===== src/rtl/pipe_pkg.sv =====
// rtl/pipe_pkg.sv - shared types and constants for the pipeline hazard unit
package pipe_pkg;

    localparam int PIPE_REG_AW = 5;
    localparam int PIPE_DEPTH  = 3;

    // Entries store rd at a fixed width so the struct is parameter independent; REG_AW must not exceed this.
    localparam int REG_AW_MAX = 8;

    localparam int FWD_RF = 0;

    typedef struct packed {
        logic                  valid;
        logic [REG_AW_MAX-1:0] rd;
        logic                  wen;
        logic                  load;
    } pipe_entry_t;

endpackage


===== src/rtl/pipe_hazard_cmp.sv =====
// rtl/pipe_hazard_cmp.sv - matches one ID source register against the non-WB scoreboard entries
module pipe_hazard_cmp
    import pipe_pkg::*;
#(
    parameter int REG_AW = PIPE_REG_AW,
    parameter int DEPTH  = PIPE_DEPTH,
    parameter int IDXW   = $clog2(DEPTH)
) (
    input  logic [REG_AW-1:0] src,
    input  logic              src_used,
    input  pipe_entry_t       ents [DEPTH-1],
    output logic [DEPTH-2:0]  hit,
    output logic [IDXW-1:0]   youngest
);

    logic [REG_AW_MAX-1:0] src_ext;

    assign src_ext = REG_AW_MAX'(src);

    always_comb begin
        hit = '0;
        for (int k = 0; k < DEPTH - 1; k++) begin
            hit[k] = src_used && (src != '0) && ents[k].valid && ents[k].wen
                     && (ents[k].rd == src_ext);
        end
    end

    // Scan oldest to youngest so the lowest matching index is what remains.
    always_comb begin
        youngest = '0;
        for (int k = DEPTH - 2; k >= 0; k--) begin
            if (hit[k]) begin
                youngest = IDXW'(k);
            end
        end
    end

endmodule


===== src/rtl/pipe_hazard_unit.sv =====
// rtl/pipe_hazard_unit.sv - ID-stage stall/forward decision; PIPE_HAZARD_FWD_EN enables forwarding
module pipe_hazard_unit
    import pipe_pkg::*;
#(
    parameter int REG_AW = PIPE_REG_AW,
    parameter int DEPTH  = PIPE_DEPTH,
    parameter int SELW   = $clog2(DEPTH + 1)
) (
    input  logic              clk,
    input  logic              rst,
    input  logic              id_valid,
    input  logic [REG_AW-1:0] id_rs,
    input  logic [REG_AW-1:0] id_rt,
    input  logic              id_rs_used,
    input  logic              id_rt_used,
    input  logic [REG_AW-1:0] id_rd,
    input  logic              id_wen,
    input  logic              id_is_load,
    input  logic              flush,
    output logic              stall,
    output logic [SELW-1:0]   fwd_a_sel,
    output logic [SELW-1:0]   fwd_b_sel,
    output logic [31:0]       stall_cnt
);

    localparam int IDXW = $clog2(DEPTH);

    pipe_entry_t      ents_q   [DEPTH];
    pipe_entry_t      cmp_ents [DEPTH-1];
    pipe_entry_t      id_entry;
    logic [DEPTH-2:0] hit_a;
    logic [DEPTH-2:0] hit_b;
    logic [IDXW-1:0]  young_a;
    logic [IDXW-1:0]  young_b;
    logic             stall_raw;
    logic [SELW-1:0]  fwd_a_raw;
    logic [SELW-1:0]  fwd_b_raw;
    logic             id_live;
    logic [31:0]      stall_cnt_q;

    // WB is excluded: the register file writes before it is read.
    always_comb begin
        for (int k = 0; k < DEPTH - 1; k++) begin
            cmp_ents[k] = ents_q[k];
        end
    end

    pipe_hazard_cmp #(.REG_AW(REG_AW), .DEPTH(DEPTH), .IDXW(IDXW)) u_cmp_rs (
        .src      (id_rs),
        .src_used (id_rs_used),
        .ents     (cmp_ents),
        .hit      (hit_a),
        .youngest (young_a)
    );

    pipe_hazard_cmp #(.REG_AW(REG_AW), .DEPTH(DEPTH), .IDXW(IDXW)) u_cmp_rt (
        .src      (id_rt),
        .src_used (id_rt_used),
        .ents     (cmp_ents),
        .hit      (hit_b),
        .youngest (young_b)
    );

`ifdef PIPE_HAZARD_FWD_EN
    // Only a load still in EX cannot be forwarded in time.
    assign stall_raw = ((|hit_a) && (young_a == '0) && ents_q[0].load)
                    || ((|hit_b) && (young_b == '0) && ents_q[0].load);
    assign fwd_a_raw = (|hit_a) ? SELW'(young_a) + SELW'(1) : SELW'(FWD_RF);
    assign fwd_b_raw = (|hit_b) ? SELW'(young_b) + SELW'(1) : SELW'(FWD_RF);
`else
    logic unused_young;

    assign unused_young = ^{young_a, young_b};
    assign stall_raw    = (|hit_a) || (|hit_b);
    assign fwd_a_raw    = SELW'(FWD_RF);
    assign fwd_b_raw    = SELW'(FWD_RF);
`endif

    assign id_live   = id_valid && !flush;
    assign stall     = id_live && stall_raw;
    assign fwd_a_sel = id_live ? fwd_a_raw : SELW'(FWD_RF);
    assign fwd_b_sel = id_live ? fwd_b_raw : SELW'(FWD_RF);
    assign stall_cnt = stall_cnt_q;

    always_comb begin
        id_entry       = '0;
        id_entry.valid = 1'b1;
        id_entry.rd    = REG_AW_MAX'(id_rd);
        id_entry.wen   = id_wen;
        id_entry.load  = id_is_load;
    end

    always_ff @(posedge clk) begin
        if (rst) begin
            for (int k = 0; k < DEPTH; k++) begin
                ents_q[k] <= '0;
            end
            stall_cnt_q <= '0;
        end else begin
            ents_q[0] <= (id_live && !stall) ? id_entry : '0;
            for (int k = 1; k < DEPTH; k++) begin
                ents_q[k] <= ents_q[k-1];
            end
            if (stall && (stall_cnt_q != '1)) begin
                stall_cnt_q <= stall_cnt_q + 32'd1;
            end
        end
    end

endmodule


===== config.mk =====
export PLATFORM = sky130hd
export DESIGN_NAME = pipe_hazard_unit
export DESIGN_NICKNAME = d
export VERILOG_FILES = /design/src/rtl/pipe_pkg.sv /design/src/rtl/pipe_hazard_cmp.sv /design/src/rtl/pipe_hazard_unit.sv
export SDC_FILE = /design/constraint.sdc
export NUM_CORES = 1
export LEC_CHECK = 0
export ABC_CLOCK_PERIOD_IN_PS = 2800
export CAP_MARGIN = 20
export CORE_UTILIZATION = 45
export DETAILED_ROUTE_END_ITERATION = 7
export GPL_TIMING_DRIVEN = 0
export PLACE_DENSITY = 0.74
export SKIP_LAST_GASP = 1
export SYNTH_ARGS = -nofsm -noshare
export SYNTH_HDL_FRONTEND = slang
export SYNTH_SLANG_ARGS = --single-unit

===== constraint.sdc =====
create_clock -name clk -period 2.8 [get_ports clk]
set_clock_uncertainty 0.15 [all_clocks]
set_input_delay 0.28 -clock clk [delete_from_list [all_inputs] [get_ports clk]]
set_output_delay 0.28 -clock clk [all_outputs]
set_load 0.005 [all_outputs]

==> metrics.md <==
| Metric | Value |
|---|---|
| Clock Tree Buf Depth | 2 |
| Die X | 74.70 µm |
| Worst R2R Start | stall_cnt[0]$_SDFFE_PP0P_ |
| Pre-antenna DRT Iters | 4 |
| Post-Syn Area | 2379 µm² |
| Reg-to-reg slack, setup | 0.20 ns |
| Synth Flop Type | dfxtp_1 |
| Maximum fanout along the worst path | 3 |
| Largest net degree at the start of global routing | 16 |
| Worst Path Buf+Inv | 2 |
| Synth unique cells | 38 |
| Layout cells sized above 1 | 0.07324 |
| Cts bufs inserted | 5 |
| Power Density | 421.1 nW/µm² |
| Hold Crit Start | ents_q[0][10]$_SDFF_PP0_ |
| Fin. Hold Viols | 0 |
| Clk slew on worst S/H paths | 0.08 ns |
| Endpoints failing setup | 0 |
| Fmax | 373.4 MHz |
| TritonCTS clock tree | yes |
| DRC errors left | 0 |
| Worst-margin pin slew | 0.5276 ns |
| Routed wire length | 6.081 mm |
| Top cell type by total area after synthesis | dfxtp_1 |
| Yosys top cell area share | 0.3872 |
| Clock Sink Count | 46 |
| Hold Crit Class | reg -> reg |
| Asr flop ratio synth | 0 |
| Number of stages on the worst setup path | 7 |
| Synth top area cells | dfxtp_1 (39%), xor2_1 (7.4%), a21oi_1 (4.6%) |
| Number of fill cells | 468 |
| Row cnt | 26 |
| Slowest stage cell, crit path | clkdlybuf4s50_1 |
| Arrival @ worst endpoint | 2.25 ns |
| Pre-CTS setup slack | -0.1869 ns |
| Hold Path Sink | ents_q[0][21]$_SDFF_PP0_ |
| Starting Density | 0.4657 |
| Most Frequent Cell on Critical Path | clkdlybuf4s50_1 |
| Skew-Pair Late Insertion Delay | 0.31 ns |
| Final ANT Viol Nets | 0 |
| Max-Cap Viols | 0 |
| Synthesized instance count | slightly below 300 |
| DR iter-0 viols | between 150 and 200 |
| Number of synthesized register bits | 46 |
| Vias in the first global route | 2094 |
| Die height | between 70 and 80 µm |
| Post-CTS Setup Bufs | 0 |
| Startpoint Class | input pin |
| Initial antenna violation count | 0 |
| Leakage | about 1.1 nW |
| CP max stage delay | 0.50 ns |
| Crit path max-delay family | buffers and inverters |
| Gr usage total | 0.2369 |
| Critical path type | in -> out |
| Die area | approximately 5600 µm² |
| Routed len/inst | 14.31 µm |
| Antenna diodes | 0 |
| WHS Path Cells | 1 |
| Gr ovfl total | 0 |
| Core Region | slightly above 5000 µm² |
| Ys Warns | 0 |
| Vias per cell | between 5 and 6 |
| Final layout net count | 378 |
| Crit path time final | 2.678 ns |
| Vias post-DR | between 2000 and 2500 |
| FF-to-FF End | stall_cnt[8]$_SDFFE_PP0P_ |
| First-pass GRT wire length | 9.908 mm |
| Final worst slack | 0.1222 ns |
| Status | finished, final reports clean |
| GPL Wtd Cong | 0.8664 |
| Fin crit share | 0.9564 |
| Clk root buf | clkbuf_8 |
| EDFF count, synth | 0 |
| Slew Limit Headroom | 0.6483 |
| Endpoint class of the critical path | primary output |
| Port buffer count | 54 |
| I/O Pins | 60 |
| Peak supply drop | approximately 0.33 mV |
| H-tree Lvls | 2 |
| Register area share after synthesis | 0.3872 |
| Final slew viol count | 0 |
| Setup total negative slack | 0 ns |
| Area Overhead vs Synth | 33.40% |
| DP HPWL | 4.488 mm |
| Worst-path cell chain | clkdlybuf4s50_1 -> xor2_1 -> nor4_2 -> a22oi_1 -> o22ai_1 -> nor2b_1 -> clkdlybuf4s50_1 |
| Synth Area per Inst | 8.202 µm² |
| FF-to-FF path depth | 8 |
| Critical Path RT | 2.37 ns |
cell usage in the layout, fill, tap and decap left out, types with 4 or more instances in the layout:
| master | count |
|---|---|
| inv_1 | 8 |
| nand4_1 | 14 |
| nor2b_1 | 16 |
| a21oi_1 | 22 |
| nand2b_1 | 5 |
| clkdlybuf4s50_1 | 54 |
| mux2_2 | 5 |
| conb_1 | 4 |
| o31ai_1 | 6 |
| o21ai_0 | 21 |
| clkbuf_8 | 5 |
| dfxtp_1 | 46 |
| buf_4 | 4 |
| and3_1 | 8 |
| or3_1 | 17 |
| nand3_1 | 9 |
| nand2_1 | 14 |
| clkbuf_1 | 10 |
| nor2_1 | 20 |
| xor2_1 | 20 |
| buf_2 | 4 |
| or4_1 | 11 |
power breakdown:
group / leakage, nW / internal [mW] / switching (mW)
clock network: 0.0683 / 0.357 / 0.234
logic: 0.705 / 0.0453 / 0.0374
registers: 0.371 / 0.658 / 0.00414
total: 1.15 / 1.06 / 0.275
through the flow:
| step | cell area, µm² | util | cells | hold WS (ns) | power (mW) |
|---|---|---|---|---|---|
| finish | 3173 | 0.6213 | 425 | 0.3178 | 1.336 |
| global route | 3173 | 0.6213 | 425 | 0.3279 | 1.394 |
| CTS | 3161 | 0.6188 | 425 | 0.3221 | 1.350 |
| detailed placement | 3018 | 0.5909 | 417 | 0.3094 | 0.7599 |
| global placement | 3018 | 0.5909 | 417 | 0.2984 | 0.7578 |
| floorplan | 2390 | - | 293 | 0.2422 | 0.7138 |
per-layer routing:
layer  vias to the layer above  global-route usage  wire, µm
li1                       1161                   -         -
met1                      1084              0.3242      2888
met2                        58              0.3714      2837
met3                         5             0.05622       283
met4                         0             0.07128        72
met5                         -                   0         0
registers in the layout, summed over array words and instances (netlist names):
name	count
ents_q	14
stall_cnt	32
how the worst max path moves through the flow:
| stage | start | end | slack, ns |
|---|---|---|---|
| 2_1_floorplan | stall_cnt[0]$_SDFFE_PP0P_ | stall_cnt[8]$_SDFFE_PP0P_ | 0.49 |
| 3_3_place_gp | stall_cnt[0]$_SDFFE_PP0P_ | stall_cnt[8]$_SDFFE_PP0P_ | -0.17 |
| 3_5_place_dp | stall_cnt[0]$_SDFFE_PP0P_ | stall_cnt[8]$_SDFFE_PP0P_ | -0.19 |
| 4_1_cts | id_rs[3] | stall | 0.08 |
| 5_1_grt | id_rs[1] | stall_cnt[14]$_SDFFE_PP0P_ | -0.005 |
| 6_report | id_rs[3] | stall | 0.12 |
synthesized netlist by cell type (all sizes together) (2+ instances only):
cell type and instances:
nor2b 16, and3 8, clkbuf 10, buf 10
nand2 14, dfxtp 46, xor2 20, mux2 5
a22oi 2, inv 8, nor2 20, and4 3
nor4 4, or3 17, or4 11, nand3 9
o21ai 23, a21oi 22, nand2b 5, nand4 14
nor3 4, and2 3, o31ai 6
final cells by class:
| class | instances | area, µm² | area share |
|---|---|---|---|
| Buffer | 20 | 102.6 | 0.03233 |
| Clock buffer | 5 | 68.82 | 0.02169 |
| Clock inverter | 3 | 68.82 | 0.02169 |
| Inverter | 8 | 30.03 | 0.009464 |
| Multi-Input combinational cell | 219 | 1354 | 0.4267 |
| Sequential cell | 46 | 920.9 | 0.2902 |
| Tap cell | 70 | 87.58 | 0.02760 |
| Timing Repair Buffer | 54 | 540.5 | 0.1703 |
repair_timing:
action,in CTS,in global routing
hold buffers,0,0
resized for setup,1,2
setup endpoints to repair,13,4
kinds of logic (layout without fill, tap and decap cells):
logic type,count (synthesis),count (layout),share of synthesized area
other cells,1,4,0.001577
flops,46,46,0.3872
simple gates,133,133,0.3214
fa+ha+maj,1,1,0.005260
xor+xnor,20,20,0.07365
mux,5,5,0.02367
buf+inv,28,90,0.05576
compound gates,56,56,0.1315
Note: power is estimated with default switching activity, not from simulation.
